--- src/rtl/pipeline_latealu_pkg.sv ---
// Shared definitions for the late ALU stage: opcodes, multiplier FSM states, iteration count.
// Opcode 000111 (multu) is only decoded when LATEALU_MULTU_EN is defined.
package pipeline_latealu_pkg;

  localparam logic [5:0] LATEALU_OP_SRL   = 6'b000010;
  localparam logic [5:0] LATEALU_OP_SRA   = 6'b000011;
  localparam logic [5:0] LATEALU_OP_MULT  = 6'b000100;
  localparam logic [5:0] LATEALU_OP_MTHI  = 6'b000101;
  localparam logic [5:0] LATEALU_OP_MTLO  = 6'b000110;
  localparam logic [5:0] LATEALU_OP_MULTU = 6'b000111;

  localparam int unsigned LATEALU_MUL_ITERS = 32;

  typedef enum logic [1:0] {
    ST_IDLE = 2'd0,
    ST_MUL  = 2'd1,
    ST_FIX  = 2'd2
  } latealu_state_e;

  // Magnitude of a two's-complement word; the most negative value maps onto itself as unsigned.
  function automatic logic [31:0] mag32(input logic [31:0] v);
    logic [31:0] r;
    if (v[31]) begin
      r = ~v + 32'd1;
    end else begin
      r = v;
    end
    return r;
  endfunction

endpackage

--- src/rtl/pipeline_latealu_if.sv ---
// ALU <-> late ALU hand-off bus: op request from the ALU, shift result and HI/LO back.
interface pipeline_latealu_if;
  logic        latealu_enable;
  logic [5:0]  latealu_op;
  logic [31:0] latealu_a0;
  logic [31:0] latealu_a1;
  logic [31:0] shift_result;
  logic        result_valid;
  logic [31:0] latealu_mult_hi;
  logic [31:0] latealu_mult_lo;
  logic        busy;
  logic        op_error;

  modport master (
    output latealu_enable, latealu_op, latealu_a0, latealu_a1,
    input  shift_result, result_valid, latealu_mult_hi, latealu_mult_lo, busy, op_error
  );

  modport slave (
    input  latealu_enable, latealu_op, latealu_a0, latealu_a1,
    output shift_result, result_valid, latealu_mult_hi, latealu_mult_lo, busy, op_error
  );
endinterface

--- src/rtl/pipeline_latealu_mult.sv ---
// Iterative shift-add 32x32 multiplier: 32 MUL iterations, then one FIX cycle applying the sign.
// done pulses during FIX with the final 64-bit product on product.
module latealu_seq_mult
  import pipeline_latealu_pkg::*;
(
  input  logic        clk,
  input  logic        rst,
  input  logic        start,
  input  logic        is_signed,
  input  logic [31:0] a,
  input  logic [31:0] b,
  output logic        done,
  output logic [63:0] product
);

  localparam logic [5:0] LAST_ITER = 6'(LATEALU_MUL_ITERS - 1);

  latealu_state_e state_r;
  latealu_state_e state_s;
  logic [63:0]    mcand_r;
  logic [31:0]    mplier_r;
  logic [63:0]    acc_r;
  logic [5:0]     cnt_r;
  logic           sign_r;

  // FSM state register
  always_ff @(posedge clk or negedge rst) begin
    if (!rst) begin
      state_r <= ST_IDLE;
    end else begin
      state_r <= state_s;
    end
  end

  // FSM next-state logic
  always_comb begin
    state_s = state_r;
    case (state_r)
      ST_IDLE: begin
        if (start) begin
          state_s = ST_MUL;
        end else begin
          state_s = ST_IDLE;
        end
      end
      ST_MUL: begin
        if (cnt_r == LAST_ITER) begin
          state_s = ST_FIX;
        end else begin
          state_s = ST_MUL;
        end
      end
      ST_FIX:  state_s = ST_IDLE;
      default: state_s = ST_IDLE;
    endcase
  end

  // FSM outputs: product is the sign-corrected accumulator, qualified by done
  always_comb begin
    done    = 1'b0;
    product = acc_r;
    case (state_r)
      ST_FIX: begin
        done = 1'b1;
        if (sign_r) begin
          product = ~acc_r + 64'd1;
        end else begin
          product = acc_r;
        end
      end
      default: begin
        done    = 1'b0;
        product = acc_r;
      end
    endcase
  end

  // Shift-add datapath: operands latched on start, one partial product per MUL cycle
  always_ff @(posedge clk or negedge rst) begin
    if (!rst) begin
      mcand_r  <= 64'd0;
      mplier_r <= 32'd0;
      acc_r    <= 64'd0;
      cnt_r    <= 6'd0;
      sign_r   <= 1'b0;
    end else begin
      case (state_r)
        ST_IDLE: begin
          if (start) begin
            if (is_signed) begin
              mcand_r  <= {32'd0, mag32(a)};
              mplier_r <= mag32(b);
              sign_r   <= a[31] ^ b[31];
            end else begin
              mcand_r  <= {32'd0, a};
              mplier_r <= b;
              sign_r   <= 1'b0;
            end
            acc_r <= 64'd0;
            cnt_r <= 6'd0;
          end
        end
        ST_MUL: begin
          if (mplier_r[0]) begin
            acc_r <= acc_r + mcand_r;
          end
          mcand_r  <= {mcand_r[62:0], 1'b0};
          mplier_r <= {1'b0, mplier_r[31:1]};
          cnt_r    <= cnt_r + 6'd1;
        end
        default: begin
          acc_r <= acc_r;
        end
      endcase
    end
  end

endmodule

--- src/rtl/pipeline_latealu.sv ---
// Late ALU stage: srl/sra shifter, HI/LO registers, mult via latealu_seq_mult, busy/op_error.
// Optional unsigned multiply (op 000111) is enabled by defining LATEALU_MULTU_EN.
module pipeline_latealu
  import pipeline_latealu_pkg::*;
(
  input  logic                clk,
  input  logic                rst,
  pipeline_latealu_if.slave   alu
);

  logic        is_srl_s, is_sra_s, is_mul_s, mul_signed_s;
  logic        is_mthi_s, is_mtlo_s, unknown_s;
  logic        start_s, err_s, done_s;
  logic [63:0] product_s;
  logic [4:0]  amt_s;
  logic [31:0] srl_val_s, sra_val_s;

  logic [31:0] shift_result_r;
  logic        result_valid_r;
  logic [31:0] hi_r, lo_r;
  logic        busy_r;
  logic        op_error_r;

  // Opcode decode
  always_comb begin
    is_srl_s     = 1'b0;
    is_sra_s     = 1'b0;
    is_mul_s     = 1'b0;
    mul_signed_s = 1'b1;
    is_mthi_s    = 1'b0;
    is_mtlo_s    = 1'b0;
    unknown_s    = 1'b0;
    case (alu.latealu_op)
      LATEALU_OP_SRL:  is_srl_s  = 1'b1;
      LATEALU_OP_SRA:  is_sra_s  = 1'b1;
      LATEALU_OP_MULT: is_mul_s  = 1'b1;
      LATEALU_OP_MTHI: is_mthi_s = 1'b1;
      LATEALU_OP_MTLO: is_mtlo_s = 1'b1;
`ifdef LATEALU_MULTU_EN
      LATEALU_OP_MULTU: begin
        is_mul_s     = 1'b1;
        mul_signed_s = 1'b0;
      end
`endif
      default: unknown_s = 1'b1;
    endcase
  end

  // HI/LO-touching ops are refused while a multiply is in flight
  assign start_s = alu.latealu_enable & is_mul_s & ~busy_r;
  assign err_s   = alu.latealu_enable &
                   (unknown_s | ((is_mul_s | is_mthi_s | is_mtlo_s) & busy_r));

  // Both shift flavours; kept as separate statements so >>> stays arithmetic
  always_comb begin
    amt_s     = alu.latealu_a1[4:0];
    srl_val_s = alu.latealu_a0 >> amt_s;
    sra_val_s = 32'($signed(alu.latealu_a0) >>> amt_s);
  end

  latealu_seq_mult u_mult (
    .clk       (clk),
    .rst       (rst),
    .start     (start_s),
    .is_signed (mul_signed_s),
    .a         (alu.latealu_a0),
    .b         (alu.latealu_a1),
    .done      (done_s),
    .product   (product_s)
  );

  // Shifter output register; result holds until the next shift
  always_ff @(posedge clk or negedge rst) begin
    if (!rst) begin
      shift_result_r <= 32'd0;
      result_valid_r <= 1'b0;
    end else begin
      result_valid_r <= alu.latealu_enable & (is_srl_s | is_sra_s);
      if (alu.latealu_enable & is_srl_s) begin
        shift_result_r <= srl_val_s;
      end else if (alu.latealu_enable & is_sra_s) begin
        shift_result_r <= sra_val_s;
      end else begin
        shift_result_r <= shift_result_r;
      end
    end
  end

  // HI/LO: multiply writeback at FIX, otherwise mthi/mtlo when idle
  always_ff @(posedge clk or negedge rst) begin
    if (!rst) begin
      hi_r <= 32'd0;
      lo_r <= 32'd0;
    end else if (done_s) begin
      hi_r <= product_s[63:32];
      lo_r <= product_s[31:0];
    end else begin
      if (alu.latealu_enable & is_mthi_s & ~busy_r) begin
        hi_r <= alu.latealu_a0;
      end
      if (alu.latealu_enable & is_mtlo_s & ~busy_r) begin
        lo_r <= alu.latealu_a0;
      end
    end
  end

  // busy spans accept edge to FIX edge; op_error is a one-cycle pulse
  always_ff @(posedge clk or negedge rst) begin
    if (!rst) begin
      busy_r     <= 1'b0;
      op_error_r <= 1'b0;
    end else begin
      op_error_r <= err_s;
      if (start_s) begin
        busy_r <= 1'b1;
      end else if (done_s) begin
        busy_r <= 1'b0;
      end else begin
        busy_r <= busy_r;
      end
    end
  end

  assign alu.shift_result    = shift_result_r;
  assign alu.result_valid    = result_valid_r;
  assign alu.latealu_mult_hi = hi_r;
  assign alu.latealu_mult_lo = lo_r;
  assign alu.busy            = busy_r;
  assign alu.op_error        = op_error_r;

endmodule

--- src/flat_wrapper.sv ---
// flat-port wrapper written by rule: the top's interface ports become plain ports
module pipeline_latealu_flat import pipeline_latealu_pkg::*;
  (clk, rst, alu_latealu_enable, alu_latealu_op, alu_latealu_a0, alu_latealu_a1, alu_shift_result, alu_result_valid, alu_latealu_mult_hi, alu_latealu_mult_lo, alu_busy, alu_op_error);
  pipeline_latealu_if alu_i ();
  input  logic clk;
  input  logic rst;
  input wire logic [$bits(alu_i.latealu_enable)-1:0] alu_latealu_enable;
  input wire logic [$bits(alu_i.latealu_op)-1:0] alu_latealu_op;
  input wire logic [$bits(alu_i.latealu_a0)-1:0] alu_latealu_a0;
  input wire logic [$bits(alu_i.latealu_a1)-1:0] alu_latealu_a1;
  output wire logic [$bits(alu_i.shift_result)-1:0] alu_shift_result;
  output wire logic [$bits(alu_i.result_valid)-1:0] alu_result_valid;
  output wire logic [$bits(alu_i.latealu_mult_hi)-1:0] alu_latealu_mult_hi;
  output wire logic [$bits(alu_i.latealu_mult_lo)-1:0] alu_latealu_mult_lo;
  output wire logic [$bits(alu_i.busy)-1:0] alu_busy;
  output wire logic [$bits(alu_i.op_error)-1:0] alu_op_error;
  assign alu_i.latealu_enable = alu_latealu_enable;
  assign alu_i.latealu_op = alu_latealu_op;
  assign alu_i.latealu_a0 = alu_latealu_a0;
  assign alu_i.latealu_a1 = alu_latealu_a1;
  assign alu_shift_result = alu_i.shift_result;
  assign alu_result_valid = alu_i.result_valid;
  assign alu_latealu_mult_hi = alu_i.latealu_mult_hi;
  assign alu_latealu_mult_lo = alu_i.latealu_mult_lo;
  assign alu_busy = alu_i.busy;
  assign alu_op_error = alu_i.op_error;
  pipeline_latealu u_core (.clk(clk), .rst(rst), .alu(alu_i));
endmodule
--- config.mk ---
export PLATFORM = sky130hd
export DESIGN_NAME = pipeline_latealu_flat
export DESIGN_NICKNAME = d
export VERILOG_FILES = /design/src/rtl/pipeline_latealu_pkg.sv /design/src/rtl/pipeline_latealu_if.sv /design/src/rtl/pipeline_latealu_mult.sv /design/src/rtl/pipeline_latealu.sv /design/src/flat_wrapper.sv
export SDC_FILE = /design/constraint.sdc
export NUM_CORES = 1
export LEC_CHECK = 0
export CAP_MARGIN = 0
export CORE_ASPECT_RATIO = 0.7
export CORE_UTILIZATION = 35
export DETAILED_ROUTE_END_ITERATION = 12
export GPL_TIMING_DRIVEN = 0
export SYNTH_ARGS = -nofsm -noshare
export SYNTH_HDL_FRONTEND = slang
export SYNTH_SLANG_ARGS = --single-unit
--- constraint.sdc ---
create_clock -name clk -period 5.1 [get_ports clk]
set_input_delay 1.275 -clock clk [delete_from_list [all_inputs] [get_ports clk]]
set_output_delay 1.275 -clock clk [all_outputs]
set_load 0.005 [all_outputs]
**Word-level counts from Yosys, hierarchy flattened**

Index checks and enable logic that the tools add are counted.

- Output and inout port bits: 99
- Register bits: 268
- Logic and storage cells: 90

- Eq/ne operators: 10
- Bitwise gates (word level): 20
- Shift-type cells: 2
- Multiplexer cells: 31
- Add/subtract/negate cells: 5
- Reductions and logical operators: 10

Operators by type and width:

| cell | count |
|---|---|
| 64-bit 2-to-1 mux | 5 |
| 32-bit 2-to-1 mux | 9 |
| 64-bit case mux with 2 select lines | 2 |
| 32-bit by 1-bit adder with 32-bit output (second input constant) | 2 |
| 64-bit by 1-bit adder with 64-bit output (second input constant) | 1 |
| 64-bit adder | 1 |
| 32-bit NOT | 2 |
| 64-bit NOT | 1 |
| 32-bit case mux with 2 select lines | 1 |
| 32-bit by 5-bit right shift with 32-bit output | 1 |
| 32-bit by 5-bit >>> shifter with 32-bit output | 1 |
| 6-bit by 3-bit == test with 1-bit output (second input constant) | 3 |
| 6-bit by 2-bit == test with 1-bit output (second input constant) | 2 |
| 6-bit case mux with 2 select lines | 1 |
| 1-bit bitwise AND | 11 |
| 1-bit 2-to-1 mux | 10 |
| 2-bit nonzero test | 5 |
| 6-bit by 1-bit adder with 6-bit output (second input constant) | 1 |
| 6-bit by 5-bit == test with 1-bit output (second input constant) | 1 |
| 6-bit 2-to-1 mux | 1 |
| 5-bit OR reduction | 1 |
| 1-bit bitwise OR | 4 |
| 2-bit case mux with 2 select lines | 1 |
| 2-bit AND reduction | 2 |
| other kinds (9) | 9 |

**Logic depth before layout (Yosys ltp)**

- Word-level depth: 7
- Depth in mapped cells: 14

**By module**

Synthesis repeated with hierarchy kept, for this count alone.

- Cells, all modules: 2177
- Area, all modules: 19117.1 um^2

Modules (own cells, without submodules):

| module | area an instance (um^2) | instances | cells each |
|---|---|---|---|
| latealu_seq_mult | 12710.9 | 1 | 1541 |
| pipeline_latealu | 6406.1 | 1 | 636 |

**Worst setup path after synthesis**

Ideal clock, no wire load.

- Path type: in2reg
- Start point: input port alu_latealu_a0[3]
- End point: register u_core.u_mult.mcand_r[27]
- Stages: 11
- Data required time: 4967 ps
- Library setup time: 133 ps
- Arrival: 4330 ps
- Setup slack: 636 ps
- Cells stage by stage: clkbuf_1 or4_1 nor2_1 nand2_1 or4_1 or3_1 or3_1 or4_1 o41ai_1 xor2_1 o21ai_0

- Cells in the longest elaborated chain, start to end: 5

Ends and longest elaborated chain:

| element | RTL line | RTL |
|---|---|---|
| start: declaration | flat_wrapper.sv:9 | `input wire logic [$bits(alu_i.latealu_a0)-1:0] alu_latealu_a0;` |
| 32-bit NOT | pipeline_latealu_pkg.sv:24 | `r = ~v + 32'd1;` |
| 32-bit by 1-bit adder with 32-bit output | pipeline_latealu_pkg.sv:24 |  |
| 32-bit 2-to-1 mux | pipeline_latealu_pkg.sv:23 | `if (v[31]) begin` |
| 64-bit 2-to-1 mux | pipeline_latealu_mult.sv:89 | `if (start) begin` |
| 64-bit case mux with 2 select lines | pipeline_latealu_mult.sv:87 | `case (state_r)` |
| end signal: assignment | pipeline_latealu_mult.sv:91 | `mcand_r <= {32'd0, mag32(a)};` |
| end signal: assignment | pipeline_latealu_mult.sv:95 | `mcand_r <= {32'd0, a};` |
| end signal: assignment | pipeline_latealu_mult.sv:107 | `mcand_r <= {mcand_r[62:0], 1'b0};` |
| end: declaration | pipeline_latealu_mult.sv:20 | `logic [63:0] mcand_r;` |

No other way between the ends. The select of a mux whose other input is x is not followed.
A chain may end at the register's enable or synchronous reset.

**Worst setup path in the final report**

- Start point: input port alu_latealu_op[3]
- End point: register u_core.u_mult.mcand_r[10]

- Cells in the longest elaborated chain, start to end: 6

Ends and longest elaborated chain:

| element | RTL line | RTL |
|---|---|---|
| start: declaration | flat_wrapper.sv:8 | `input wire logic [$bits(alu_i.latealu_op)-1:0] alu_latealu_op;` |
| 6-bit by 3-bit == test with 1-bit output | pipeline_latealu.sv:33 | `case (alu.latealu_op)` |
| 1-bit 2-to-1 mux | pipeline_latealu.sv:33 |  |
| 1-bit bitwise AND (2 in a row) | pipeline_latealu.sv:50 | `assign start_s = alu.latealu_enable & is_mul_s & ~busy_r;` |
| 2-bit by 1-bit inequality test with 1-bit output (no line) | - |  |
| 2-bit AND reduction (no line) | - |  |

No other way between the ends.

==> metrics.md <==
| Metric | Value |
|---|---|
| Outcome | `finished clean` |
| Die ar. | `0.0543 mm^2` |
| Core area | `0.0525 mm^2` |
| Setup Crit Path Kind | `in -> reg` |
| Die height | `slightly below 200 um` |
| Vias in the first global route | `17,700` |
| Max Cap Viol | `0` |
| Starting DRT DRC Count | `2,140` |
| Distinct cells, synth | `68` |
| Worst Path Required | `5.52 ns` |
| Critical path arrival | `5.36 ns` |
| First-pass GRT wire length | `between 100,000 and 150,000 um` |
| Via density | `5.96` |
| XOR/XNOR share of the synthesized area | `8.35%` |
| Share of the cycle needed by the critical path after routing | `97.0%` |
| CP Capture Type | `register` |
| Max Slew Vio Count | `0` |
| Gr usage total | `27.4%` |
| Power Dens Cells | `approximately 330 mW/mm^2` |
| Sequential share of the synthesized area | `35.9%` |
| Drt pass-1 iters | `5` |
| GRT Residual Overflow | `0` |
| Share of cells above drive strength 1 | `4.08%` |
| Number of cells on the critical path | `10` |
| R2R cell count | `13` |
| Fin crit period | `4.95 ns` |
| RSZ-0062 raised after global routing | `no` |
| PnR worst setup slack | `0.152 ns` |
| Crit path buf inv count | `3` |
| Io pins | `172` |
| CP Launch Type | `input port` |
| Max IR drop VDD | `221 uV` |
| Vias | `18,600` |
| Max-slew headroom | `20.7%` |
| Seq cells post-synth | `between 200 and 300` |
| Slew @ Worst Pin | `roughly 1.2 ns` |
| PortBufs | `148` |
| Synthesized Nets | `2,371` |
| Num CTS Buffers | `29` |
| Critical path, cell by cell | `clkdlybuf4s50_1, nor3_1, nand4b_1, or3_1, nor3_1, clkbuf_1, nor2_1, clkbuf_1, a22oi_1, o21ai_0` |
| Gp weighted congestion | `0.955` |
| HPWL after DPL | `58,800 um` |
| Initial antenna violation count | `0` |
| EDFF count, synth | `0` |
| DRC violations left | `0` |
| Compound-Gate Fraction of Synth Area | `about 24%` |
| Asr flop ratio synth | `between 90% and 100%` |
| Pre-CTS setup slack | `-0.299 ns` |
| Clock tree from TritonCTS | `built` |
| Clk sinks | `268` |
| Max incr delay on CP | `0.70 ns` |
| Syn Inst Count | `between 2,000 and 2,500` |
| Post-synthesis cell area | `0.0187 mm^2` |
| Root buffer cell | `clkbuf_16` |
| Cts-stage hold buffer count | `0` |
| Initial Util | `35.6%` |
| Final Hold Fails | `0` |
| Setup violators final | `0` |
| Largest family of logic cells by synthesized area | `compound AO/OA/AOI/OAI gates` |
| Nets | `2,552` |
| Post-CTS Resized | `0` |
| Largest net degree at the start of global routing | `107` |
| Die X | `roughly 280 um` |
| Synth Area per Inst | `8.37 um^2` |
| WL final | `75,600 um` |
| Clock skew | `0.0150 ns` |
| Multiplexer share of the synthesized area | `6.63%` |
| Simple-Gate Fraction of Synth Area | `around 16%` |
| Clk slew on worst S/H paths | `roughly 0.060 ns` |
| FP Rows | `70` |
| CP max-delay cell | `clkbuf_1` |
| Pwr Total | `7200 uW` |
| Clock Path Buffers | `3` |
| Worst-path fanout max | `10` |
| Clk_lat worst skew | `around 0.58 ns` |
| Leak pwr | `0.00920 uW` |
| Max Freq | `202 MHz` |
| Total number of yosys warnings | `0` |
| Top FF cell, synth | `dfrtp_1` |
| Post-route ant nets | `0` |
| Hold Crit Class | `reg -> reg` |
| Hold path depth | `2` |
| Setup Buffers After CTS | `0` |
| DR WL/cell | `roughly 24 um` |
| H-tree lvl count | `1` |
| CP delay by family, top | `simple AND/OR/NAND/NOR gates` |
| Synth Area in Adders | `roughly 4.6%` |
| Synth-to-layout area growth | `17.6%` |
-- area by class of cell --
type | count | area (um^2)
inverters | 32 | 120
fillers | 5215 | 30500
diodes | 1 | 2.50
plain buffers | 168 | 632
clock buffers | 42 | 815
well taps | 684 | 856
flip-flops and latches | 268 | 6710
repair buffers | 150 | 1540
multi-input cells | 1762 | 11200
clock inverters | 7 | 66.3
-- cells in the mapped netlist (51+ instances only) --
library cell  instances  area [um^2]
nand2_1             298         1120
o21ai_0             285         1430
dfrtp_1             268         6710
a21oi_1             172          861
clkbuf_1            148          556
nor2_1              148          556
xor2_1               94          823
xnor2_1              84          736
mux2i_1              73          731
ha_1                 67          838
o31ai_1              54          405
nand3_1              51          255
-- path summary, 6_finish.rpt --
check	slack, ns	from	to
max	0.15	alu_latealu_op[3]	u_core.u_mult.mcand_r[10]
min	0.48	u_core.alu.shift_result[29]	u_core.alu.shift_result[29]
max reg2reg	0.65	u_core.u_mult.acc_r[0]	u_core.u_mult.acc_r[58]
min reg2reg	0.48	u_core.alu.shift_result[29]	u_core.alu.shift_result[29]
max in group asynchronous	3.00	rst	u_core.u_mult.mcand_r[15]
min in group asynchronous	0.63	rst	u_core.u_mult.mcand_r[57]
-- routing by layer --
metal / vias to the layer above / share of wire, % / wire [um] / GRT usage (%)
met5: - / 0 / 0 / 0
met4: 0 / 2.5 / 1860 / 6.90
met3: 105 / 9.5 / 7210 / 5.54
met2: 937 / 41 / 30700 / 38.4
met1: 9112 / 47 / 35800 / 42.1
li1: 8407 / - / - / -
-- per-stage QoR --
stage,TNS (ns),hold WS (ns),area [um^2],utilization (%),cells
finish,0,0.479,22000,41.8,3114
global route,0,0.506,22000,41.8,3113
CTS,0,0.486,22000,41.8,3113
detailed placement,-8.24,0.472,21100,40.2,3064
global placement,-2438.73,0.467,21000,40.1,3062
floorplan,0,0.455,18700,-,2230
-- state kept, by name, indices dropped and copies added (netlist names) --
signal,cells
u_core.alu.result_valid,1
u_core.u_mult.mcand_r,64
u_core.alu.op_error,1
u_core.alu.latealu_mult_hi,32
u_core.alu.latealu_mult_lo,32
u_core.u_mult.sign_r,1
u_core.u_mult.acc_r,64
u_core.alu.shift_result,32
u_core.u_mult.mplier_r,32
u_core.u_mult.state_r,2
u_core.alu.busy,1
u_core.u_mult.cnt_r,6
-- cells in the final DEF (no fill, tap or decap), types with 6 or more instances in the layout --
| cell type | netlist | layout |
|---|---|---|
| xnor2_1 | 84 | 84 |
| or2_2 | 6 | 6 |
| o21bai_1 | 14 | 14 |
| nor3_1 | 26 | 26 |
| clkdlybuf4s50_1 | 0 | 147 |
| or4_1 | 18 | 18 |
| ha_1 | 67 | 67 |
| buf_1 | 19 | 19 |
| nand2_1 | 298 | 298 |
| a221o_1 | 13 | 13 |
| or3_1 | 31 | 31 |
| nor2b_1 | 16 | 16 |
| clkbuf_1 | 148 | 157 |
| a21oi_1 | 172 | 172 |
| nand4_1 | 29 | 29 |
| dfrtp_1 | 268 | 268 |
| nand3_1 | 51 | 51 |
| mux2_2 | 21 | 21 |
| a31oi_1 | 14 | 14 |
| nand2b_1 | 10 | 10 |
| and2_1 | 8 | 8 |
| a21boi_0 | 7 | 7 |
| xor2_1 | 94 | 94 |
| clkbuf_16 | 0 | 29 |
| nor4_1 | 8 | 8 |
| mux2i_1 | 73 | 73 |
| a21o_1 | 21 | 21 |
| o21a_1 | 24 | 24 |
| o211ai_1 | 23 | 23 |
| a22oi_1 | 45 | 45 |
| a211oi_1 | 21 | 21 |
| nor2_1 | 148 | 148 |
| mux4_2 | 12 | 12 |
| inv_1 | 29 | 29 |
| o41ai_1 | 8 | 8 |
| o31ai_1 | 54 | 54 |
| o21ai_1 | 7 | 7 |
| o21ai_0 | 285 | 285 |
-- worst reg2reg max path, delay by kind of cell (launching register included) --
kind | cells | cell delay [ns]
AND/OR/NAND/NOR | 3 | 0.49
adder cells (fa/ha/maj) | 2 | 0.66
AO/OA/AOI/OAI | 7 | 2.63
buffers and inverters | 1 | 0.06
flip-flops | 1 | 0.51
-- cell families (layout without fill, tap and decap cells) --
| family | Yosys count | in the layout |
|---|---|---|
| simple gates | 668 | 668 |
| xor+xnor | 178 | 178 |
| flops | 268 | 268 |
| compound gates | 742 | 742 |
| buf+inv | 200 | 399 |
| fa+ha+maj | 68 | 68 |
| other cells | 0 | 1 |
| mux | 106 | 106 |
-- power breakdown --
part           switching [uW]  internal [uW]  leakage (uW)  total, uW
sequential                336           2410       0.00321       2740
combinational            1390           1000       0.00555       2400
clock                     919           1150      0.000431       2070
total                    2650           4560       0.00920       7200
No activity file was read; power rests on OpenSTA's default activity.
